--- src/rtl/do_while_loop_pkg.sv ---
// -----------------------------------------------------------------------------
// do_while_loop_pkg
//   Shared definitions for the nested do-while loop controller.
//   - loop_state_e : controller FSM states
//   - lvl_width()  : width of a counter that holds 0..depth frames
//
//   The frame record {limit, iter} depends on the CNT_W parameter of the
//   instantiating module. SV-2012 packages cannot take parameters, so each
//   module declares frame_t locally from its own CNT_W. The stack stores
//   frames as flat 2*CNT_W-bit words, laid out as {limit, iter}.
// -----------------------------------------------------------------------------
package do_while_loop_pkg;

   typedef enum logic [1:0] {
      IDLE  = 2'd0,   // no active frame
      RUN   = 2'd1,   // innermost body requested or in progress
      CHECK = 2'd2    // body finished, evaluating iter+1 < limit
   } loop_state_e;

   // Bits needed to count 0..depth active frames. A depth below 1 is
   // clamped so a bad parameter cannot produce a zero-width vector.
   function automatic int lvl_width(input int depth);
      return (depth < 1) ? 1 : $clog2(depth + 1);
   endfunction

endpackage

--- src/rtl/do_while_loop_ctrl_stack.sv ---
// -----------------------------------------------------------------------------
// loop_frame_stack
//   DEPTH-entry LIFO of saved loop frames. A frame is a flat word laid out
//   as {limit, iter}.
//
//   Ports
//     clk    in   clock
//     rst    in   synchronous active-high reset; empties the stack and
//                 clears every entry
//     push   in   write din on top; ignored when full
//     pop    in   drop the top entry; ignored when empty or while pushing
//     din    in   frame to save
//     top    out  most recently saved frame; zero when empty
//     count  out  registered occupancy, 0..DEPTH
// -----------------------------------------------------------------------------
module loop_frame_stack
   import do_while_loop_pkg::*;
#(
   parameter int CNT_W = 8,
   parameter int DEPTH = 4
) (
   input  logic                          clk,
   input  logic                          rst,
   input  logic                          push,
   input  logic                          pop,
   input  logic [2*CNT_W-1:0]            din,
   output logic [2*CNT_W-1:0]            top,
   output logic [lvl_width(DEPTH)-1:0]   count
);

   localparam int LVL_W = lvl_width(DEPTH);
   // A single-entry stack still needs a one-bit index.
   localparam int IDX_W = (DEPTH > 1) ? $clog2(DEPTH) : 1;

   logic [2*CNT_W-1:0] mem [DEPTH];
   logic [LVL_W-1:0]   cnt_q;
   logic [LVL_W-1:0]   cnt_m1;
   logic [IDX_W-1:0]   wr_idx;
   logic [IDX_W-1:0]   rd_idx;
   logic               full;
   logic               empty;

   assign full   = (cnt_q == LVL_W'(DEPTH));
   assign empty  = (cnt_q == '0);
   assign cnt_m1 = cnt_q - LVL_W'(1);
   assign wr_idx = cnt_q[IDX_W-1:0];
   assign rd_idx = cnt_m1[IDX_W-1:0];

   // With an empty stack rd_idx wraps, so mask the read to a clean zero.
   assign top   = empty ? '0 : mem[rd_idx];
   assign count = cnt_q;

   always_ff @(posedge clk) begin
      if (rst) begin
         cnt_q <= '0;
         for (int i = 0; i < DEPTH; i++) begin
            mem[i] <= '0;
         end
      end else if (push && !full) begin
         mem[wr_idx] <= din;
         cnt_q       <= cnt_q + LVL_W'(1);
      end else if (pop && !empty) begin
         cnt_q <= cnt_m1;
      end
   end

endmodule

--- src/rtl/do_while_loop_ctrl.sv ---
// -----------------------------------------------------------------------------
// do_while_loop_ctrl
//   Nested do-while loop controller. Every push opens a new innermost frame
//   with its own iteration counter. The enclosing frame is parked on a LIFO
//   and comes back unchanged when the inner frame pops. Each body runs at
//   least once, and the condition iter+1 < limit is tested after every
//   completed body.
//
//   Ports
//     clk         in   clock
//     rst         in   synchronous active-high reset
//     push_valid  in   open a new innermost loop
//     push_limit  in   limit of the loop being opened
//     push_ready  out  push accepted this cycle (IDLE/RUN and not full)
//     body_valid  out  innermost frame requests/holds a body iteration
//     body_ready  in   body executor finished the current iteration
//     brk         in   terminate innermost frame (honoured only in RUN)
//     iter        out  innermost iteration index, 0 when idle
//     level       out  number of active frames
//     loop_exit   out  one-cycle pulse on every frame pop
//     overflow    out  sticky: push attempted with all frames in use
// -----------------------------------------------------------------------------
module do_while_loop_ctrl
   import do_while_loop_pkg::*;
#(
   parameter int CNT_W = 8,
   parameter int DEPTH = 4
) (
   input  logic                          clk,
   input  logic                          rst,
   input  logic                          push_valid,
   input  logic [CNT_W-1:0]              push_limit,
   output logic                          push_ready,
   output logic                          body_valid,
   input  logic                          body_ready,
   input  logic                          brk,
   output logic [CNT_W-1:0]              iter,
   output logic [lvl_width(DEPTH)-1:0]   level,
   output logic                          loop_exit,
   output logic                          overflow
);

   localparam int LVL_W = lvl_width(DEPTH);

   typedef struct packed {
      logic [CNT_W-1:0] limit;
      logic [CNT_W-1:0] iter;
   } frame_t;

   loop_state_e        state_q, state_d;
   frame_t             cur_q, cur_d;      // live innermost frame
   logic               exit_q, exit_d;
   logic               ovf_q, ovf_d;

   logic               stk_push, stk_pop;
   logic [2*CNT_W-1:0] stk_top;
   logic [LVL_W-1:0]   stk_count;

   logic               at_full;
   logic               push_ok;
   logic               do_pop;
   logic [CNT_W:0]     nxt;               // one extra bit so limit 2^CNT_W-1 never wraps

   // Every accepted push parks the current frame, including the all-zero
   // idle frame at level 0. Stack occupancy therefore equals the nesting
   // level, and popping the last frame restores iter = 0 automatically.
   loop_frame_stack #(
      .CNT_W (CNT_W),
      .DEPTH (DEPTH)
   ) u_stack (
      .clk   (clk),
      .rst   (rst),
      .push  (stk_push),
      .pop   (stk_pop),
      .din   (cur_q),
      .top   (stk_top),
      .count (stk_count)
   );

   assign level      = stk_count;
   assign at_full    = (stk_count == LVL_W'(DEPTH));
   assign push_ready = (state_q != CHECK) && !at_full;
   assign push_ok    = push_valid && push_ready;
   assign body_valid = (state_q == RUN);
   assign iter       = cur_q.iter;
   assign loop_exit  = exit_q;
   assign overflow   = ovf_q;
   assign nxt        = {1'b0, cur_q.iter} + (CNT_W+1)'(1);

   // ---------------------------------------------------------------- next state
   always_comb begin
      state_d  = state_q;
      cur_d    = cur_q;
      stk_push = 1'b0;
      stk_pop  = 1'b0;
      exit_d   = 1'b0;
      do_pop   = 1'b0;
      // A dropped push leaves the rest of the state untouched.
      ovf_d    = ovf_q | (push_valid & at_full);

      case (state_q)
         IDLE: begin
            if (push_ok) begin
               stk_push    = 1'b1;
               cur_d.limit = push_limit;
               cur_d.iter  = '0;
               state_d     = RUN;
            end
         end

         // Priority is brk > push > body handshake. A losing request is not
         // consumed and stays pending for as long as its owner holds it.
         RUN: begin
            if (brk) begin
               do_pop = 1'b1;
            end else if (push_ok) begin
               // The body is opening an inner loop. The outer body stays
               // in progress and resumes after the inner frame pops.
               stk_push    = 1'b1;
               cur_d.limit = push_limit;
               cur_d.iter  = '0;
               state_d     = RUN;
            end else if (body_ready) begin
               state_d = CHECK;
            end
         end

         CHECK: begin
            if (nxt < {1'b0, cur_q.limit}) begin
               cur_d.iter = nxt[CNT_W-1:0];
               state_d    = RUN;
            end else begin
               do_pop = 1'b1;
            end
         end

         default: state_d = IDLE;
      endcase

      // A pop returns to the parked outer frame. If one exists, its body was
      // in progress when the inner loop opened, so control goes straight
      // back to RUN.
      if (do_pop) begin
         stk_pop = 1'b1;
         exit_d  = 1'b1;
         cur_d   = frame_t'(stk_top);
         state_d = (stk_count > LVL_W'(1)) ? RUN : IDLE;
      end
   end

   // ---------------------------------------------------------------- registers
   always_ff @(posedge clk) begin
      if (rst) begin
         state_q <= IDLE;
         cur_q   <= '0;
         exit_q  <= 1'b0;
         ovf_q   <= 1'b0;
      end else begin
         state_q <= state_d;
         cur_q   <= cur_d;
         exit_q  <= exit_d;
         ovf_q   <= ovf_d;
      end
   end

endmodule

--- config.mk ---
export PLATFORM = sky130hd
export DESIGN_NAME = do_while_loop_ctrl
export DESIGN_NICKNAME = d
export VERILOG_FILES = /design/src/rtl/do_while_loop_pkg.sv /design/src/rtl/do_while_loop_ctrl_stack.sv /design/src/rtl/do_while_loop_ctrl.sv
export SDC_FILE = /design/constraint.sdc
export NUM_CORES = 1
export LEC_CHECK = 0
export ABC_AREA = 1
export BUFFER_PORTS_ARGS = -buffer_cell sky130_fd_sc_hd__buf_2
export CORE_UTILIZATION = 57
export CTS_BUF_LIST = sky130_fd_sc_hd__clkbuf_4 sky130_fd_sc_hd__clkbuf_8
export DETAILED_ROUTE_END_ITERATION = 6
export HOLD_SLACK_MARGIN = 0.03
export MAX_ROUTING_LAYER = met4
export PLACE_DENSITY = 0.79
export SLEW_MARGIN = 25
export SYNTH_ARGS = -nofsm -noshare
export SYNTH_HDL_FRONTEND = slang
export SYNTH_HIERARCHICAL = 1
export SYNTH_SLANG_ARGS = --single-unit
--- constraint.sdc ---
create_clock -name clk -period 7.5 [get_ports clk]
set_input_delay 0.75 -clock clk [delete_from_list [all_inputs] [get_ports clk]]
set_output_delay 0.75 -clock clk [all_outputs]
set_load 0.03 [all_outputs]
==> out/results.txt, run 1 <==
Vias in the first global route = 3445
CTS tree = done
Area contributors post-synth = edfxtp_1 (41%), nor2_1 (11%), dfxtp_1 (9.8%)
Max Clock Freq = 294 MHz
Worst-path maximum fanout = 37
# IOs = 28
Crit path launch type = flip-flop
Fraction of layout cells with a size suffix above 1 = 0.120
Min Tclk post-route = 3.40 ns
Initial antenna violation count = 0
FP Rows = 32
Worst setup path startpoint = u_stack/count[0]
DRT iter0 DRCs = 386
Total die area = 0.00860 mm2
Period utilisation layout = 0.454
Setup Viol. Count Final = 0
Hold Path End = overflow
Number of flops mapped to enable cells by yosys = 64
CTS H-tree depth = 3
Hold buffers post-CTS = 0
Synthesized cell area = 0.00469 mm2
Gr ovfl total = 0
Die height = 92.7 um
Predominant post-synthesis flop cell = edfxtp_1
Post-route ant nets = 0
Synth unique cells = 34
DRT Pass-1 Iters = 5
Crit path DAT = 3.39 ns
All-layer global routing usage = 0.280
#FFs+latches synth = 87
R2R Path End = u_stack/mem[1][3]
Area Growth Syn to Fin = 5.23%
Layout fillers = 722
Worst EP required = 7.49 ns
Cells after Synth = 565
Leakage = 0.00218 uW
Critical path capture point type = flip-flop
Synth area leader = edfxtp_1
Worst slew margin = 0.488
Most frequent cell after synthesis = nor2_1
Worst Tran Pin Value = 0.767 ns
DP HPWL = 7900 um
Power per cell area = 364 mW/mm2
Max Cap Viol = 0
FF-to-FF setup slack = 4.10 ns
Post-synthesis sequential area ratio = 0.508
CTS Buf Count = 9
Synthesized net count = 593
Avg Cell Area, Syn = 8.31 um2
Skew final = 0.00874 ns
Setup TNS = 0 ns
Via count = 3783
Maximum VDD drop = 0.000172 V
Async SR Flop Fraction = 0
# diodes = 0
Max Slew Vio Count = 0
Hold Violations, Final = 0
RSZ-0062 raised after global routing = false
WS Path Type = reg2reg
Largest net degree at the start of global routing = 38
Max clock buf depth = 2
Starting Density = 0.598
Reg2reg start = u_stack/count[0]
Drt wl/cell = 16.0 um
Status = completed
Worst hold path depth = 2
Synth warnings = 6
Core box area = 0.00785 mm2
Clock sink count = 87
Die Width = 92.7 um
Synth top area share = 0.409
Total Wirelength = 11000 um
Number of buffers added on ports = 27
Final net count = 606
Hold Startpoint = overflow
Post-synth top cells = nor2_1 (139), nand2_1 (86), inv_1 (67), edfxtp_1 (64), o21ai_0 (41)
Worst-Skew Late Latency = 0.36 ns
Post CTS Setup Buffer Count = 0
Total Power = 1800 uW
Worst min-delay path category = reg2reg
Cts repair resizes = 0
DRC viols = 0
Vias per std cell = 5.52
Root buf cell = clkbuf_8
First-pass GRT wire length = 17400 um
Reg clk slew, reported paths = 0.08 ns
Routability cong. = 0.959
R2R cell count = 10
==> state kept, by name, summed over array words and instances (netlist names) <==
signal and flops:
loop_exit 1, state_q 2, overflow 1, iter 8, cur_q 8, u_stack/mem 64, u_stack/count 3
==> critical path, stage by stage, from the launching register on <==
cell and delay (ns):
dfxtp_1 0.82, buf_4 0.37, inv_2 0.29, ha_1 0.33, nand2_2 0.10, nand2_4 0.09, inv_4 0.11, nand2_4 0.07
nor2_8 0.13, nand2_4 0.15, nand2_1 0.55
==> layer usage <==
layer | GRT usage | wire (um)
met2 | 0.427 | 5050
met1 | 0.378 | 4750
met5 | - | 0
met4 | 0.0987 | 210
met3 | 0.0509 | 979
==> area by class of cell <==
class	count	area (um2)	share of cell area
Inverter	73	277	0.0560
Multi-Input combinational cell	377	1830	0.370
Timing Repair Buffer	30	158	0.0319
Clock buffer	10	131	0.0266
Sequential cell	87	2380	0.482
Tap cell	102	128	0.0258
Clock inverter	6	35.0	0.00709
==> how the worst max path moves through the flow <==
stage / to / slack, ns
2_1_floorplan: u_stack/mem[3][0] / 4.02
3_3_place_gp: cur_q[8] / 4.20
3_5_place_dp: u_stack/mem[1][3] / 4.12
4_1_cts: u_stack/mem[1][1] / 4.10
5_1_grt: iter[2] / 3.78
6_report: u_stack/mem[1][3] / 4.10
==> per-stage QoR <==
step | util | instance area [um2] | cells | hold slack (ns) | setup slack (ns)
after floorplan | - | 4690 | 565 | 0.465 | 4.02
after global placement | 0.608 | 4770 | 669 | 0.437 | 4.20
after detailed placement | 0.608 | 4770 | 669 | 0.441 | 4.12
after CTS | 0.629 | 4940 | 685 | 0.454 | 4.10
after global routing | 0.629 | 4940 | 685 | 0.480 | 3.78
final | 0.629 | 4940 | 685 | 0.454 | 4.10
==> cells in the final DEF (no fill, tap or decap) <==
cell type	instances
buf_4	3
o211ai_1	1
inv_2	5
nor2_2	6
nand3_1	26
inv_6	1
nor2_8	1
inv_1	67
nand2_2	5
xor2_1	6
nor3_1	1
nand2_1	86
o21ai_0	40
nor3_2	1
dfxtp_1	23
clkinvlp_4	2
nor2_1	139
nor3b_1	1
clkbuf_8	9
a21oi_1	32
nand3_2	2
nand4_1	1
edfxtp_1	64
a21oi_2	1
o21ai_1	7
inv_4	1
o31ai_2	1
nand2_4	4
ha_1	15
clkinv_1	3
buf_2	27
clkbuf_4	1
and3_1	1
==> cell families after synthesis <==
kind of cell | Yosys count | share of synthesized area
buffers and inverters | 101 | 0.104
AO/OA/AOI/OAI | 82 | 0.0893
flip-flops | 87 | 0.508
AND/OR/NAND/NOR | 274 | 0.248
adder cells (fa/ha/maj) | 15 | 0.0400
XOR/XNOR | 6 | 0.0112
==> where the power goes <==
part,internal (uW),switching [uW],leakage (uW)
Combinational,238,582,0.00125
Clock,122,163,0.0000788
Sequential,599,94.6,0.000852
Total,959,840,0.00218
No activity file was read; power rests on OpenSTA's default activity.
==> inputs of run 2 (changes only) <==
==> constraint.sdc (replaced) <==
create_clock -name clk -period 3.3 [get_ports clk]
set_input_delay 0.33 -clock clk [delete_from_list [all_inputs] [get_ports clk]]
set_output_delay 0.33 -clock clk [all_outputs]
set_load 0.03 [all_outputs]
==> run 2 against run 1 <==
Largest power group unchanged; global-route usage increased by 0.46 points; total power increased by 130%; via count decreased by 1.2%; largest cell class unchanged; cell count increased by 0.73%; sequential cell count unchanged; first-iteration DRC count decreased by 9.8%; clock skew decreased by 0.0027 ns; register-to-register slack got worse by 3.6 ns; clock power increased to 2.5 times the previous value.
==> out/results.txt, run 2 (synthesized netlist as in run 1, its figures left out) <==
CTS Buf Count = 9 (unchanged)
Most repeated library cell on the critical path = nand2_1
Most frequent cells in the layout = nor2_1 (139), nand2_1 (86), inv_1 (67)
Hold Violations, Final = 0 (unchanged)
Gr ovfl total = 0 (unchanged)
Power per cell area = 836 mW/mm2 (+130%)
Status = completed
Maximum VDD drop = 0.000438 V (+150%)
Worst min-delay path category = in2reg
DRT iter0 DRCs = 348 (-9.8%)
RSZ-0062 raised after global routing = false
Fraction of layout cells with a size suffix above 1 = 0.133 (+0.0126)
CTS tree = done
Largest net degree at the start of global routing = 37 (-2.6%)
Worst-Skew Late Latency = 0.36 ns (about the same)
DP HPWL = 7870 um (-0.37%)
Initial antenna violation count = 0 (unchanged)
Final net count = 611 (+0.83%)
Setup TNS = 0 ns (unchanged)
# IOs = 28 (unchanged)
Cts repair resizes = 0 (unchanged)
Cell area after layout = 0.00501 mm2 (+1.5%)
Drt wl/cell = 15.9 um (-1.0%)
Die height = 92.7 um (unchanged)
Max Clock Freq = 351 MHz (+19%)
Max clock buf depth = 2 (unchanged)
Worst slew margin = 0.544 (+0.0563)
Post CTS Setup Buffer Count = 0 (unchanged)
Post-Place Worst Slack = 0.373 ns (-3.75 ns)
Worst Tran Pin Value = 0.682 ns (-0.0850 ns)
Worst-path maximum fanout = 15 (-59%)
Hold buffers post-CTS = 0 (unchanged)
Hold Startpoint = push_valid
Max Slew Vio Count = 0 (unchanged)
Number of buffers added on ports = 27 (unchanged)
Largest Register = u_stack/mem
Final core occ = 0.639 (+0.00925)
Post-route ant nets = 0 (unchanged)
Leakage = 0.00222 uW (+1.7%)
Via count = 3738 (-1.2%)
Worst setup path startpoint = iter[0]
Total die area = 0.00860 mm2 (unchanged)
CP cell instances = ha_1, nand3_2, nor2_1, xor2_1, ha_1, nand2_1, nand2_1, nand2_1, nand2_1, nor2_1, nand2_1, nand2_1, nand2_2, nand2_2, inv_2, a21oi_4, nand2_1, a21oi_1
Clock sink count = 87 (unchanged)
Area Growth Syn to Fin = 6.77%
WS Path Type = reg2reg
First-pass GRT wire length = 17800 um (+2.1%)
Crit path launch type = flip-flop
FF-to-FF setup slack = 0.45 ns (-3.65 ns)
Skew final = 0.00607 ns (-0.00267 ns)
All-layer global routing usage = 0.285 (+0.00460)
Routability cong. = 0.925 (-3.6%)
Max Cap Viol = 0 (unchanged)
Vias in the first global route = 3538 (+2.7%)
CTS H-tree depth = 3 (unchanged)
CP max-delay cell = dfxtp_1
DRT Pass-1 Iters = 5 (unchanged)
FP Rows = 32 (unchanged)
# diodes = 0 (unchanged)
Starting Density = 0.598 (unchanged)
Max FFs per register = 64 (unchanged)
Reg2reg start = iter[0]
Die Width = 92.7 um (unchanged)
CP max stage delay = 0.43 ns (-0.39 ns)
Reg clk slew, reported paths = 0.08 ns (about the same)
Critical path capture point type = flip-flop
Min Tclk post-route = 2.85 ns (-0.553 ns)
Commonest non-fill, non-tap cell in the layout = nor2_1
Dpl cell area = 0.00481 mm2 (+0.79%)
Period utilisation layout = 0.864 (+0.410)
Vias per std cell = 5.42 (-1.9%)
Total Wirelength = 11000 um (-0.30%)
Crit path DAT = 3.14 ns (-0.25 ns)
Worst EP required = 3.59 ns (-3.90 ns)
Root buf cell = clkbuf_8
DRC viols = 0 (unchanged)
Core box area = 0.00785 mm2 (unchanged)
Setup Viol. Count Final = 0 (unchanged)
Worst setup margin = 0.450 ns (-3.65 ns)
-- run 2: area by class of cell --
cell class	count	area, um2
fillers	691	2840
flip-flops and latches	87	2380
multi-input cells	377	1840
inverters	73	277
repair buffers	35	195
clock buffers	10	131
well taps	102	128
clock inverters	6	61.3
-- run 2: path summary, 6_finish.rpt --
path,endpoint,depth (start not counted)
max,cur_q[15],18
min,overflow,3
max reg2reg,cur_q[15],18
min reg2reg,overflow,2
-- run 2: routing by layer --
| metal | share of wire | wire length, um | track usage | up-vias |
|---|---|---|---|---|
| li1 | - | - | - | 1838 |
| met1 | 0.42 | 4630 | 0.365 | 1712 |
| met2 | 0.47 | 5130 | 0.448 | 161 |
| met3 | 0.079 | 863 | 0.0517 | 27 |
| met4 | 0.031 | 337 | 0.121 | 0 |
| met5 | 0 | 0 | - | - |
-- run 2: report_power, final --
part / switching, uW / internal [uW] / total, uW
combinational: 1360 / 574 / 1940
sequential: 161 / 1360 / 1520
clock: 371 / 354 / 725
total: 1900 / 2290 / 4190
-- run 2: through the flow --
step           instances  hold WS [ns]  total power, uW
5_1_grt              690         0.258             4500
2_1_floorplan        565         0.399             2980
6_report             690         0.251             4190
3_5_place_dp         674         0.446             3440
4_1_cts              690         0.233             4160
3_3_place_gp         674         0.435             3390
-- run 2: worst max-delay path, delay by kind of cell (launching register included) --
kind	cells	cell delay, ns
AND/OR/NAND/NOR	12	1.01
adder cells (fa/ha/maj)	2	0.52
flip-flops	1	0.43
AO/OA/AOI/OAI	2	0.41
XOR/XNOR	1	0.24
buffers and inverters	1	0.16
==> inputs of run 3 (changes only) <==
--- a/config.mk
+++ b/config.mk
@@ -12,7 +12,7 @@
 export DETAILED_ROUTE_END_ITERATION = 6
 export HOLD_SLACK_MARGIN = 0.03
 export MAX_ROUTING_LAYER = met4
-export PLACE_DENSITY = 0.79
+export PLACE_DENSITY = 0.87
 export SLEW_MARGIN = 25
 export SYNTH_ARGS = -nofsm -noshare
 export SYNTH_HDL_FRONTEND = slang
==> run 3 against run 2 <==
Clock-buffer cell count is 1 lower; combinational power hardly changed; hold slack better by 0.0058 ns; wire length is 2.2% lower; sequential power hardly changed; critical endpoint unchanged; highest routed layer unchanged.
==> out/results.txt, run 3 (synthesized netlist as in run 1, its figures left out) <==
Status = completed
Largest Register = u_stack/mem
Die Width = 92.7 um (unchanged)
Hold Slack = 0.257 ns (+0.00584 ns)
R2R cell count = 18 (unchanged)
Starting Density = 0.598 (unchanged)
First-pass GRT wire length = 17700 um (-0.55%)
Most repeated library cell on the critical path = nand2_1
Routability cong. = 0.946 (+2.2%)
Reg2reg start = iter[1]
Crit path DAT = 3.19 ns (+0.05 ns)
Fraction of layout cells with a size suffix above 1 = 0.131 (-0.00170)
Worst hold path depth = 3 (unchanged)
Hold Path End = overflow
All-layer global routing usage = 0.280 (-0.00449)
Worst EP required = 3.59 ns (about the same)
Max Slew Vio Count = 0 (unchanged)
Wire length on met1 = 4540 um (-1.9%)
CTS Buf Count = 9 (unchanged)
Number of buffers added on ports = 27 (unchanged)
Final net count = 611 (unchanged)
WS Path Type = reg2reg
Most frequent cells in the layout = nor2_1 (139), nand2_1 (86), inv_1 (67)
Max clock buf depth = 2 (unchanged)
# diodes = 0 (unchanged)
Layout fillers = 673 (-2.6%)
Worst min-delay path category = in2reg
Hold Violations, Final = 0 (unchanged)
Worst slew margin = 0.528 (-0.0157)
DRT Pass-1 Iters = 5 (unchanged)
Critical path capture point type = flip-flop
WL met3 = 655 um (-24%)
Crit path launch type = flip-flop
Setup TNS = 0 ns (unchanged)
Core box area = 0.00785 mm2 (unchanged)
Maximum VDD drop = 0.000386 V (-12%)
FF-to-FF setup slack = 0.40 ns (-0.05 ns)
FP Rows = 32 (unchanged)
CP max-delay cell = dfxtp_1
Setup Viol. Count Final = 0 (unchanged)
Worst Tran Pin Value = 0.706 ns (+0.0235 ns)
Reg clk slew, reported paths = 0.09 ns (about the same)
# IOs = 28 (unchanged)
CP max stage delay = 0.46 ns (+0.03 ns)
Hold buffers post-CTS = 0 (unchanged)
Leakage = 0.00222 uW (-0.10%)
R2R Path End = cur_q[15]
Skew final = 0.00948 ns (+0.00341 ns)
Period utilisation layout = 0.878 (+0.0140)
Hold Startpoint = push_valid
Post CTS Setup Buffer Count = 0 (unchanged)
Commonest non-fill, non-tap cell in the layout = nor2_1
Drt wl/cell = 15.5 um (-2.2%)
Gr ovfl total = 0 (unchanged)
Cts repair resizes = 0 (unchanged)
Total Power = 4120 uW (-1.6%)
Met2 wire len = 5200 um (+1.3%)
CTS H-tree depth = 3 (unchanged)
CTS tree = done
Max Clock Freq = 345 MHz (-1.6%)
Max Cap Viol = 0 (unchanged)
Root buf cell = clkbuf_8
Max FFs per register = 64 (unchanged)
Via count = 3793 (+1.5%)
Min Tclk post-route = 2.90 ns (+0.0461 ns)
Die height = 92.7 um (unchanged)
DRT iter0 DRCs = 395 (+14%)
Clock sink count = 87 (unchanged)
Worst-path maximum fanout = 15 (unchanged)
Initial antenna violation count = 0 (unchanged)
RSZ-0062 raised after global routing = false
Power per cell area = 826 mW/mm2 (-1.1%)
Largest net degree at the start of global routing = 38 (+2.7%)
Area Growth Syn to Fin = 6.26%
CP cell instances = ha_1, nand3_2, nor2_1, xor2_1, ha_1, nand2_1, nand2_1, nand2_1, nand2_1, nor2_1, nand2_1, nand2_1, nand2_2, nand2_2, inv_2, a21oi_2, nand2_1, a21oi_1
Total Wirelength = 10700 um (-2.2%)
Worst-Skew Late Latency = 0.36 ns (about the same)
DRC viols = 0 (unchanged)
Top sig layer = met4
DP HPWL = 7650 um (-2.9%)
Vias per std cell = 5.50 (+1.5%)
Vias in the first global route = 3644 (+3.0%)
Total die area = 0.00860 mm2 (unchanged)
Post-route ant nets = 0 (unchanged)
-- run 3: area by class of cell --
class,count,area [um2],share of cell area
clock buffer,9,124,0.0248
clock inverter,7,53.8,0.0108
inverter,73,277,0.0554
multi-input combinational,377,1830,0.367
sequential,87,2380,0.478
tap,102,128,0.0256
timing repair buffer,35,195,0.0391
-- run 3: how the worst max path moves through the flow --
| stage | startpoint | end | slack, ns | depth (start not counted) |
|---|---|---|---|---|
| 3_5_place_dp | iter[1] | cur_q[9] | 0.43 | 18 |
| 2_1_floorplan | u_stack/count[1] | u_stack/mem[0][0] | 0.31 | 11 |
| 5_1_grt | iter[1] | cur_q[15] | 0.07 | 18 |
| 6_report | iter[1] | cur_q[15] | 0.40 | 18 |
| 3_3_place_gp | iter[1] | cur_q[15] | 0.49 | 18 |
| 4_1_cts | iter[1] | cur_q[15] | 0.40 | 18 |
-- run 3: where the power goes --
part / internal [uW] / total (uW) / switching [uW]
clock: 282 / 690 / 408
sequential: 1360 / 1520 / 158
combinational: 569 / 1910 / 1340
-- run 3: per-stage QoR --
stage | util | worst slack [ns] | area [um2] | cells
4_1_cts | 0.636 | 0.398 | 4990 | 690
2_1_floorplan | - | 0.314 | 4700 | 565
3_3_place_gp | 0.613 | 0.488 | 4810 | 674
3_5_place_dp | 0.613 | 0.432 | 4810 | 674
5_1_grt | 0.636 | 0.0663 | 4990 | 690
6_report | 0.636 | 0.404 | 4990 | 690
-- run 3: critical path: cells and delay by family (launching register included) --
family,cells,cell delay (ns)
and+or+nand+nor,12,0.97
adders and majority gates,2,0.53
AOI/OAI and AO/OA,2,0.50
DFF,1,0.46
xor gates and xnor gates,1,0.20
buffers and inverters,1,0.16
-- run 3: per-layer routing --
metal / global-route usage / vias to the layer above
li1: - / 1838
met1: 0.355 / 1754
met2: 0.456 / 174
met3: 0.0320 / 27
met4: 0.126 / 0
met5: - / -
